==> src/rtl/mac_neuron_acc_pkg.sv <==
// Shared definitions for the nn accumulator blocks: FSM state encoding and
// accumulator width derivation helpers.
package mac_neuron_acc_pkg;

   typedef enum logic [1:0] {
      ST_IDLE  = 2'd0,
      ST_ACCUM = 2'd1,
      ST_DONE  = 2'd2
   } state_t;

   // Smallest r with 2**r >= v (0 for v <= 1).
   function automatic int clog2(input int v);
      int r;
      r = 0;
      while ((1 << r) < v) r++;
      return r;
   endfunction

   // Accumulator wide enough that bias plus n full products can never overflow.
   function automatic int acc_width(input int width, input int n);
      return 2*width + clog2(n) + 1;
   endfunction

endpackage

==> src/rtl/acc_narrow.sv <==
// Narrows a wide signed accumulator to OUT_W bits.
// Build option MAC_SAT_EN: when defined, out-of-range values clamp to the
// OUT_W signed limits; when undefined, the value wraps (low bits kept).
module acc_narrow #(
   parameter int IN_W  = 19,
   parameter int OUT_W = 16
) (
   input  logic signed [IN_W-1:0]  din,
   output logic signed [OUT_W-1:0] dout
);

`ifdef MAC_SAT_EN
   logic [IN_W-OUT_W:0] hi;
   logic                fits;

   // Value fits when all bits from the output sign bit upward agree.
   always_comb begin
      hi   = din[IN_W-1:OUT_W-1];
      fits = (&hi) | ~(|hi);
      if (fits)
         dout = din[OUT_W-1:0];
      else if (din[IN_W-1])
         dout = {1'b1, {(OUT_W-1){1'b0}}};
      else
         dout = {1'b0, {(OUT_W-1){1'b1}}};
   end
`else
   logic unused_hi;

   // Two's-complement wrap; discarded upper bits intentionally unused.
   always_comb begin
      dout      = din[OUT_W-1:0];
      unused_hi = ^din[IN_W-1:OUT_W];
   end
`endif

endmodule

==> src/rtl/mac_neuron_acc.sv <==
// Sequential multiply-accumulate neuron: bias plus N_INPUTS act*wgt products,
// one pair per cycle over valid/ready, result handed to the ReLU stage.
// Build option MAC_SAT_EN selects saturating (defined) or wrapping output.
//
// state    | meaning
// ---------+-----------------------------------------------------------
// ST_IDLE  | waiting for start; bias loaded into acc on start
// ST_ACCUM | in_ready high, one product added per accepted pair
// ST_DONE  | out_valid high, out_acc held until out_ready
module mac_neuron_acc
   import mac_neuron_acc_pkg::*;
#(
   parameter int WIDTH    = 8,
   parameter int N_INPUTS = 4
) (
   input  logic                      clk,
   input  logic                      rst,
   input  logic                      start,
   input  logic signed [2*WIDTH-1:0] bias,
   input  logic                      in_valid,
   output logic                      in_ready,
   input  logic signed [WIDTH-1:0]   in_act,
   input  logic signed [WIDTH-1:0]   in_wgt,
   output logic                      out_valid,
   input  logic                      out_ready,
   output logic signed [2*WIDTH-1:0] out_acc,
   output logic                      busy
);

   localparam int ACC_W = acc_width(WIDTH, N_INPUTS);
   localparam int EXT_W = ACC_W - 2*WIDTH;
   localparam int CNT_W = (N_INPUTS > 1) ? clog2(N_INPUTS) : 1;
   localparam logic [CNT_W-1:0] LAST = CNT_W'(N_INPUTS - 1);

   state_t                    state, state_nxt;
   logic signed [ACC_W-1:0]   acc, acc_sum;
   logic [CNT_W-1:0]          count;
   logic signed [2*WIDTH-1:0] prod, narrowed;
   logic                      accept, last;

   assign prod    = in_act * in_wgt;
   assign acc_sum = acc + {{EXT_W{prod[2*WIDTH-1]}}, prod};
   assign accept  = in_valid & in_ready;
   assign last    = (count == LAST);

   // The value registered into out_acc is the narrowed post-add sum, so the
   // output is ready the cycle after the final accept.
   acc_narrow #(
      .IN_W  (ACC_W),
      .OUT_W (2*WIDTH)
   ) u_narrow (
      .din  (acc_sum),
      .dout (narrowed)
   );

   // State register plus accumulator, counter and output register.
   always_ff @(posedge clk) begin
      if (rst) begin
         state   <= ST_IDLE;
         acc     <= '0;
         count   <= '0;
         out_acc <= '0;
      end else begin
         state <= state_nxt;
         case (state)
            ST_IDLE: begin
               if (start) begin
                  acc   <= {{EXT_W{bias[2*WIDTH-1]}}, bias};
                  count <= '0;
               end
            end
            ST_ACCUM: begin
               if (accept) begin
                  acc   <= acc_sum;
                  count <= count + 1'b1;
                  if (last) out_acc <= narrowed;
               end
            end
            default: ;
         endcase
      end
   end

   // Next-state and handshake outputs.
   always_comb begin
      state_nxt = state;
      in_ready  = 1'b0;
      out_valid = 1'b0;
      busy      = 1'b0;
      case (state)
         ST_IDLE: begin
            if (start) state_nxt = ST_ACCUM;
         end
         ST_ACCUM: begin
            in_ready = 1'b1;
            busy     = 1'b1;
            if (accept && last) state_nxt = ST_DONE;
         end
         ST_DONE: begin
            out_valid = 1'b1;
            busy      = 1'b1;
            if (out_ready) state_nxt = ST_IDLE;
         end
         default: state_nxt = ST_IDLE;
      endcase
   end

endmodule

==> config.mk <==
export PLATFORM = sky130hd
export DESIGN_NAME = mac_neuron_acc
export DESIGN_NICKNAME = d
export VERILOG_FILES = /design/src/rtl/mac_neuron_acc_pkg.sv /design/src/rtl/acc_narrow.sv /design/src/rtl/mac_neuron_acc.sv
export SDC_FILE = /design/constraint.sdc
export NUM_CORES = 1
export LEC_CHECK = 0
export ABC_AREA = 1
export CORE_AREA = 10 10 148 150
export CTS_CLUSTER_SIZE = 28
export DETAILED_ROUTE_END_ITERATION = 10
export DIE_AREA = 0 0 158 160
export HOLD_SLACK_MARGIN = 0.15
export PLACE_DENSITY = 0.59
export SYNTH_ARGS = -nofsm -noshare
export SYNTH_HDL_FRONTEND = slang
export SYNTH_HIERARCHICAL = 1
export SYNTH_SLANG_ARGS = --single-unit
==> constraint.sdc <==
create_clock -name clk -period 6 [get_ports clk]
set_input_delay 1.2 -clock clk [delete_from_list [all_inputs] [get_ports clk]]
set_output_delay 1.2 -clock clk [all_outputs]
set_load 0.01 [all_outputs]
==> results.toml, run 1 <==
[detailed_routing]
vias_per_cell = 4.396
drc = 0
wl_mm = 12.67
drtIter0Drc = 225
first_pass_iters = 5
drtAntennaViolNets = 0
vias = 4774
wl_per_cell_um = 11.67

[place]
place_ws_ns = -0.7867
dpl_cell_area_um2 = 6384
io_buffers = 55
gp_congestion = 0.8571
detailed_place_hpwl_mm = 10.58

[global_routing]
grt_use_total = 0.1029
grt_pass1_vias = 4814
antenna_found_initial = 0
gr-total-overflow = 0
grt_max_degree = 28
grt_pass1_wl_mm = 22.11

[die]
pin_count = 56
dieWidth_um = 158
rows = 51
start_util = 0.2725
core-area_um2 = 19080
fp.dieH_um = 160
die_area_um2 = 25280

[sta]
finalCriticalPeriod_ns = 5.809
rsz0062_at_grt = "true"
worst_slack_ns = 0.1906
worst_pin_slew_ns = 1.051
max_freq_mhz = 172.1
finalClockSkew_ns = 0.003318
relSlewSlack = 0.2973
finalHoldViolCount = 0
drv_slew = 0
setup_viol = 0
whs_ns = 0.4612
fin_crit_sh = 0.9682

[clock_tree]
cts_tree = "built"
cts_sinks = 36
clkSlewWorstSetupHoldPaths_ns = 0.05
ctsHoldBuffers = 0
htree_levels = 2
cts_inserted_buffers = 5
clk_latency_ns = 0.27
root_buffer = "clkbuf_16"
cts.path.max_buffers = 2

[setup_path]
cp.required_ns = 6.11
cp.arrival_ns = 5.92
cp_slowest_cell = "fa_1"
endpoint_kind = "register"
max_stage_delay_ns = 0.49
crit_chain = "clkdlybuf4s15_2 > or2_4 > fa_2 > fa_1 > inv_1 > fa_1 > inv_1 > fa_1 > inv_2 > ha_4 > a21oi_2 > nand2_2 > buf_4 > buf_4 > xnor2_1 > inv_1 > ha_1 > a21oi_2 > o21ai_1 > inv_1 > nand3_1 > xor2_2 > o21ai_1 > a21oi_1"
start_kind = "input pin"
cp_top_family = "adder cells"
critPathBufInv = 8
crit_fanout = 4
critical_path_class = "input pin to register"
cpMostUsedCell = "inv_1"

[cells_and_area]
layout-drive-gt1-share = 0.2146
nFillCells = 2014
diodes = 0
nets = 991
fin_util = 0.3604
fin_area_um2 = 6877
area_delta_synth_final_pct = 32.27

[status]
status = "complete, no violations"

[synthesis]
yosysWarnings = 6
syn_inst = 752
syn-cell-area_um2 = 5199
syn_nets = 895
avgSynthCellArea_um2 = 6.913

[flow_run]
cap_viol_max_count = 0

[hold_path]
hold_path.class = "register to register"
stage by stage:
step	instances	TNS, ns
6_report	1086	0
5_1_grt	1086	-0.1710
4_1_cts	1078	0
3_5_place_dp	1065	-8.449
3_3_place_gp	1065	-7.804
2_1_floorplan	752	0
path summary, 6_finish.rpt:
kind / start / end / slack, ns / depth (start not counted)
max: in_act[0] / acc[11] / 0.19 / 24
min: out_acc[0] / out_acc[0] / 0.46 / 2
max reg2reg: state[1] / out_acc[13] / 3.02 / 6
min reg2reg: out_acc[0] / out_acc[0] / 0.46 / 2
state kept, by name, summed over array words and instances (netlist names):
| name | cells |
|---|---|
| state | 2 |
| out_acc | 16 |
| acc | 16 |
| count | 2 |
layer usage:
metal	global-route usage	vias to the layer above	wire, um
met4	0.01306	0	95
li1	-	2424	-
met3	0.01074	8	359
met5	0	-	0
met1	0.1253	2271	5523
met2	0.1927	71	6693
cell type report:
cell class,count,area [um2],area share
Clock buffer,7,152.6,0.02220
Inverter,178,678.2,0.09862
Multi-Input combinational cell,494,3865,0.5620
Sequential cell,36,720.7,0.1048
Tap cell,238,297.8,0.04330
Timing Repair Buffer,133,1162,0.1690
timing repair:
action                                  in CTS  in global routing
setup buffers                                6                 10
resized for setup                           68                 91
pin swaps                                   25                 48
endpoints found under the setup margin      13                 12
worst min-delay path: cells and delay by family (launching register included):
family | cells | cell delay (ns)
simple gates | 1 | 0.06
flops | 1 | 0.30
compound gates | 1 | 0.05
placed cells by master, fill, tap and decap left out, types with 4 or more instances in the layout:
cell type        instances
fa_2                     4
clkdlybuf4s50_1         39
nand2_1                175
buf_6                    8
clkbuf_16                5
ha_1                    39
o21ai_0                 16
a21oi_2                 11
nor2_1                  34
nand3_1                 25
xnor2_1                  4
fa_1                    52
a21oi_1                 47
inv_2                   18
inv_1                  157
dfxtp_1                 36
ha_4                    10
buf_4                   74
xor2_1                  14
o21ai_1                 12
nand2_2                 14
buf_2                    4
Power of run 1 is left out: the tool's default activity adds up to more than one toggle a clock period on the data nets, which glitch-free logic cannot reach.
==> run 2, diff against run 1 <==
--- a/config.mk
+++ b/config.mk
@@ -6,12 +6,12 @@
 export NUM_CORES = 1
 export LEC_CHECK = 0
 export ABC_AREA = 1
-export CORE_AREA = 10 10 148 150
+export CORE_AREA = 10 10 119 121
 export CTS_CLUSTER_SIZE = 28
 export DETAILED_ROUTE_END_ITERATION = 10
-export DIE_AREA = 0 0 158 160
+export DIE_AREA = 0 0 129 131
 export HOLD_SLACK_MARGIN = 0.15
-export PLACE_DENSITY = 0.59
+export PLACE_DENSITY = 0.81
 export SYNTH_ARGS = -nofsm -noshare
 export SYNTH_HDL_FRONTEND = slang
 export SYNTH_HIERARCHICAL = 1
==> run 2 against run 1 <==
Critical path depth increased by 4. Flip-flop and latch count is the same. Worst setup slack worse by 0.056 ns. Via count up 3.5%. Register-to-register slack better by 0.04 ns. Cell count shrank 8.7%. Largest cell class unchanged.
==> results.toml, run 2 (synthesis gave the netlist of run 1 again) <==
[status]
status = "complete, no violations"

[global_routing]
grt_max_degree = 28
grt_pass1_wl_mm = 21.77
gr-total-overflow = 0
grt_pass1_vias = 5064
grt_use_total = 0.1531
antenna_found_initial = 0

[die]
core-area_um2 = 11810
die_area_um2 = 16900
start_util = 0.4401
fp.dieH_um = 131
pin_count = 56
dieWidth_um = 129
rows = 40

[cells_and_area]
layout-drive-gt1-share = 0.2095
final_cell_mix = "nand2_1 (179), inv_1 (159), buf_4 (68), fa_1 (54), a21oi_1 (44)"
area_delta_synth_final_pct = 29.10
nFillCells = 985
diodes = 0
fin_util = 0.5682
nets = 987
multi_input_area_um2 = 3886
final_common_cell = "nand2_1"
regArea_um2 = 720.7
top_regs = "acc (16), out_acc (16)"

[sta]
finalHoldViolCount = 0
relSlewSlack = 0.4244
drv_slew = 0
finalCriticalPeriod_ns = 5.865
max_freq_mhz = 170.5
setup_viol = 0
fin_crit_sh = 0.9776
worst_pin_slew_ns = 0.8634
whs_ns = 0.4628
finalClockSkew_ns = 0.001673
rsz0062_at_grt = "true"

[setup_path]
cp.required_ns = 6.16
reg2reg_slack_ns = 3.06
start_kind = "input pin"
worstReg2RegStart = "state[1]"
reg2reg_depth = 6
crit_fanout = 4
r2r_end = "out_acc[13]"
endpoint_kind = "register"
critical_path_class = "input pin to register"
cp.arrival_ns = 6.02

[detailed_routing]
wl_mm = 13.04
vias = 4940
first_pass_iters = 5
vias_per_cell = 4.980
drc = 0
drtIter0Drc = 331
drtAntennaViolNets = 0
wl_per_cell_um = 13.15

[clock_tree]
cts_sinks = 36
cts_inserted_buffers = 5
clk_latency_ns = 0.28
cts_tree = "built"
root_buffer = "clkbuf_16"
clkSlewWorstSetupHoldPaths_ns = 0.05
htree_levels = 2
ctsHoldBuffers = 0
cts.path.max_buffers = 2

[place]
io_buffers = 55
gp_congestion = 0.8845
detailed_place_hpwl_mm = 10.04

[hold_path]
hold_path.class = "register to register"
min_path_cells = 2
hold_start = "out_acc[1]"
min_to = "out_acc[1]"

[flow_run]
cap_viol_max_count = 0
run 2: per-stage QoR:
step,setup WS [ns],cells,setup TNS (ns),area (um2)
floorplan,0.0001896,752,0,5310
global placement,-0.6530,976,-6.801,6272
detailed placement,-0.7114,976,-8.112,6272
CTS,0.003520,990,0,6569
global route,-0.07803,992,-0.3624,6711
finish,0.1347,992,0,6711
run 2: how the worst max path moves through the flow:
stage / startpoint / endpoint / slack [ns]
after global routing: in_act[7] / acc[15] / -0.08
after floorplan: in_wgt[2] / out_acc[15] / 0.0002
after CTS: in_act[0] / out_acc[15] / 0.004
after detailed placement: in_wgt[4] / acc[14] / -0.71
final: in_act[7] / acc[13] / 0.13
after global placement: in_wgt[4] / acc[14] / -0.65
run 2: routing by layer:
layer / vias to the layer above / GRT usage / wire, um
li1: 2424 / - / -
met1: 2356 / 0.1751 / 5148
met2: 124 / 0.2922 / 7025
met3: 36 / 0.02015 / 544
met4: 0 / 0.04013 / 326
met5: - / 0 / 0
run 2: critical path: stages:
cell	delay (ns)
buf_6	0.11
buf_6	0.11
nand2_4	0.08
inv_4	0.04
fa_1	0.48
fa_1	0.53
fa_1	0.58
inv_1	0.07
fa_1	0.53
inv_1	0.07
ha_4	0.31
nand2_4	0.06
inv_1	0.04
nand4_1	0.07
o211ai_1	0.14
buf_4	0.16
xor2_1	0.19
inv_1	0.10
ha_4	0.23
nand2_1	0.06
nand2_1	0.07
o21bai_1	0.17
a21oi_1	0.20
nand2_1	0.10
nand2_1	0.06
nand2_1	0.06
o21ai_1	0.11
a21oi_1	0.08
run 2: area by class of cell:
type | count | share of cell area
repair buffers | 129 | 0.1641
clock buffers | 8 | 0.02181
multi-input cells | 494 | 0.5790
flip-flops and latches | 36 | 0.1074
well taps | 147 | 0.02740
inverters | 178 | 0.1003
run 2: timing repair:
action | 4_1_cts | 5_1_grt
setup buffers | 6 | 3
hold endpoints to repair | 0 | 0
endpoints found under the setup margin | 14 | 14
gates resized for setup | 70 | 81
pin swaps | 26 | 37
cloned | 0 | 0
Power of run 2 is left out for the same reason.
==> run 3, diff against run 2 <==
--- a/config.mk
+++ b/config.mk
@@ -12,6 +12,7 @@
 export DIE_AREA = 0 0 129 131
 export HOLD_SLACK_MARGIN = 0.15
 export PLACE_DENSITY = 0.81
+export SKIP_CTS_REPAIR_TIMING = 1
 export SYNTH_ARGS = -nofsm -noshare
 export SYNTH_HDL_FRONTEND = slang
 export SYNTH_HIERARCHICAL = 1
==> run 3 against run 2 <==
The flow now finishes with violations (setup timing). Core utilization decreased by 0.074 points. Global-route usage decreased by 0.56 points. Flip-flop and latch count unchanged. Final area decreased by 0.13%. Register-to-register slack got worse by 0.08 ns. Worst setup slack got worse by 0.14 ns. Maximum frequency decreased by 2.3%. Critical path depth increased by 5. Via count decreased by 0.40%. Worst hold slack about the same. First-iteration DRC count increased by 10%. Clock skew increased by 0.00090 ns.
==> results.toml, run 3 (synthesis gave the netlist of run 1 again) <==
[status]
status = "finished with violations"
violations = "setup timing"

[clock_tree]
root_buffer = "clkbuf_16"
cts_sinks = 36
cts.path.max_buffers = 2
cts_tree = "built"
cts_inserted_buffers = 5
clk_latency_ns = 0.28
htree_levels = 2
clkSlewWorstSetupHoldPaths_ns = 0.05

[sta]
finalHoldViolCount = 0
rsz0062_at_grt = "true"
max_freq_mhz = 166.5
setup_viol = 1
relSlewSlack = 0.4164
finalCriticalPeriod_ns = 6.006
worst_pin_slew_ns = 0.8753
worst_slack_ns = -0.006347
drv_slew = 0
finalClockSkew_ns = 0.002575
fin_crit_sh = 1.001

[die]
fp.dieH_um = 131
dieWidth_um = 129
start_util = 0.4401
core-area_um2 = 11810
die_area_um2 = 16900
rows = 40
pin_count = 56

[setup_path]
cp_slowest_cell = "fa_1"
critical_path_class = "input pin to register"
cpMostUsedCell = "nand2_1"
endpoint_kind = "register"
max_stage_delay_ns = 0.56
start_kind = "input pin"
reg2reg_depth = 6
reg2reg_slack_ns = 2.98
cp.arrival_ns = 6.22
crit_fanout = 6
cp.required_ns = 6.21

[cells_and_area]
layout-drive-gt1-share = 0.2073
area_delta_synth_final_pct = 28.93
nFillCells = 972
fin_area_um2 = 6703
final_common_cell = "nand2_1"
multi_input_area_um2 = 3909
top_regs = "acc (16), out_acc (16)"
fin_cells = 991
regArea_um2 = 720.7
final_cell_mix = "nand2_1 (173), inv_1 (164), buf_4 (71), fa_1 (55), a21oi_1 (45)"
diodes = 0
nets = 986

[detailed_routing]
drtAntennaViolNets = 0
drc = 0
drtIter0Drc = 364
vias_per_cell = 4.965
wl_mm = 13.23
vias = 4920
first_pass_iters = 5
wl_per_cell_um = 13.35

[global_routing]
grt_max_degree = 28
grt_use_total = 0.1476
antenna_found_initial = 0
grt_pass1_vias = 4950
grt_pass1_wl_mm = 21.00
gr-total-overflow = 0

[place]
gp_congestion = 0.8845
detailed_place_hpwl_mm = 10.04
dp.cells = 976
dpl_cell_area_um2 = 6272
io_buffers = 55

[flow_run]
cap_viol_max_count = 0

[hold_path]
hold_path.class = "register to register"
min_path_cells = 2
-- run 3: area by class of cell --
| type | count | share of cell area |
|---|---|---|
| multi-input combinational | 494 | 0.5832 |
| timing repair buffer | 128 | 0.1596 |
| sequential | 36 | 0.1075 |
| inverter | 178 | 0.1004 |
| tap | 147 | 0.02744 |
| clock buffer | 8 | 0.02184 |
-- run 3: final timing paths --
check             start          end
min          out_acc[1]   out_acc[1]
max reg2reg    state[1]  out_acc[13]
max           in_act[7]  out_acc[15]
min reg2reg  out_acc[1]   out_acc[1]
-- run 3: per-layer routing --
metal / routed length [um] / global-route usage / vias to the layer above
li1: - / - / 2422
met2: 7172 / 0.2861 / 123
met4: 259 / 0.03077 / 0
met3: 490 / 0.01813 / 24
met1: 5308 / 0.1687 / 2351
met5: 0 / 0 / -
-- run 3: critical path: cells and delay by family --
family	cells	cell delay, ns
AOI/OAI and AO/OA	5	0.73
adders and majority gates	6	2.55
and+or+nand+nor	10	0.74
xor gates and xnor gates	1	0.16
buffers and inverters	11	0.85
-- run 3: per-stage QoR --
stage	hold WS [ns]	setup TNS, ns	utilization	setup WS, ns
2_1_floorplan	0.4491	0	-	0.0001896
3_3_place_gp	0.4540	-6.801	0.5310	-0.6530
3_5_place_dp	0.4580	-8.112	0.5310	-0.7114
4_1_cts	0.4651	-4.143	0.5434	-0.4463
5_1_grt	0.4872	-1.796	0.5675	-0.2311
6_report	0.4629	-0.006347	0.5675	-0.006347
Power of run 3 is left out for the same reason.
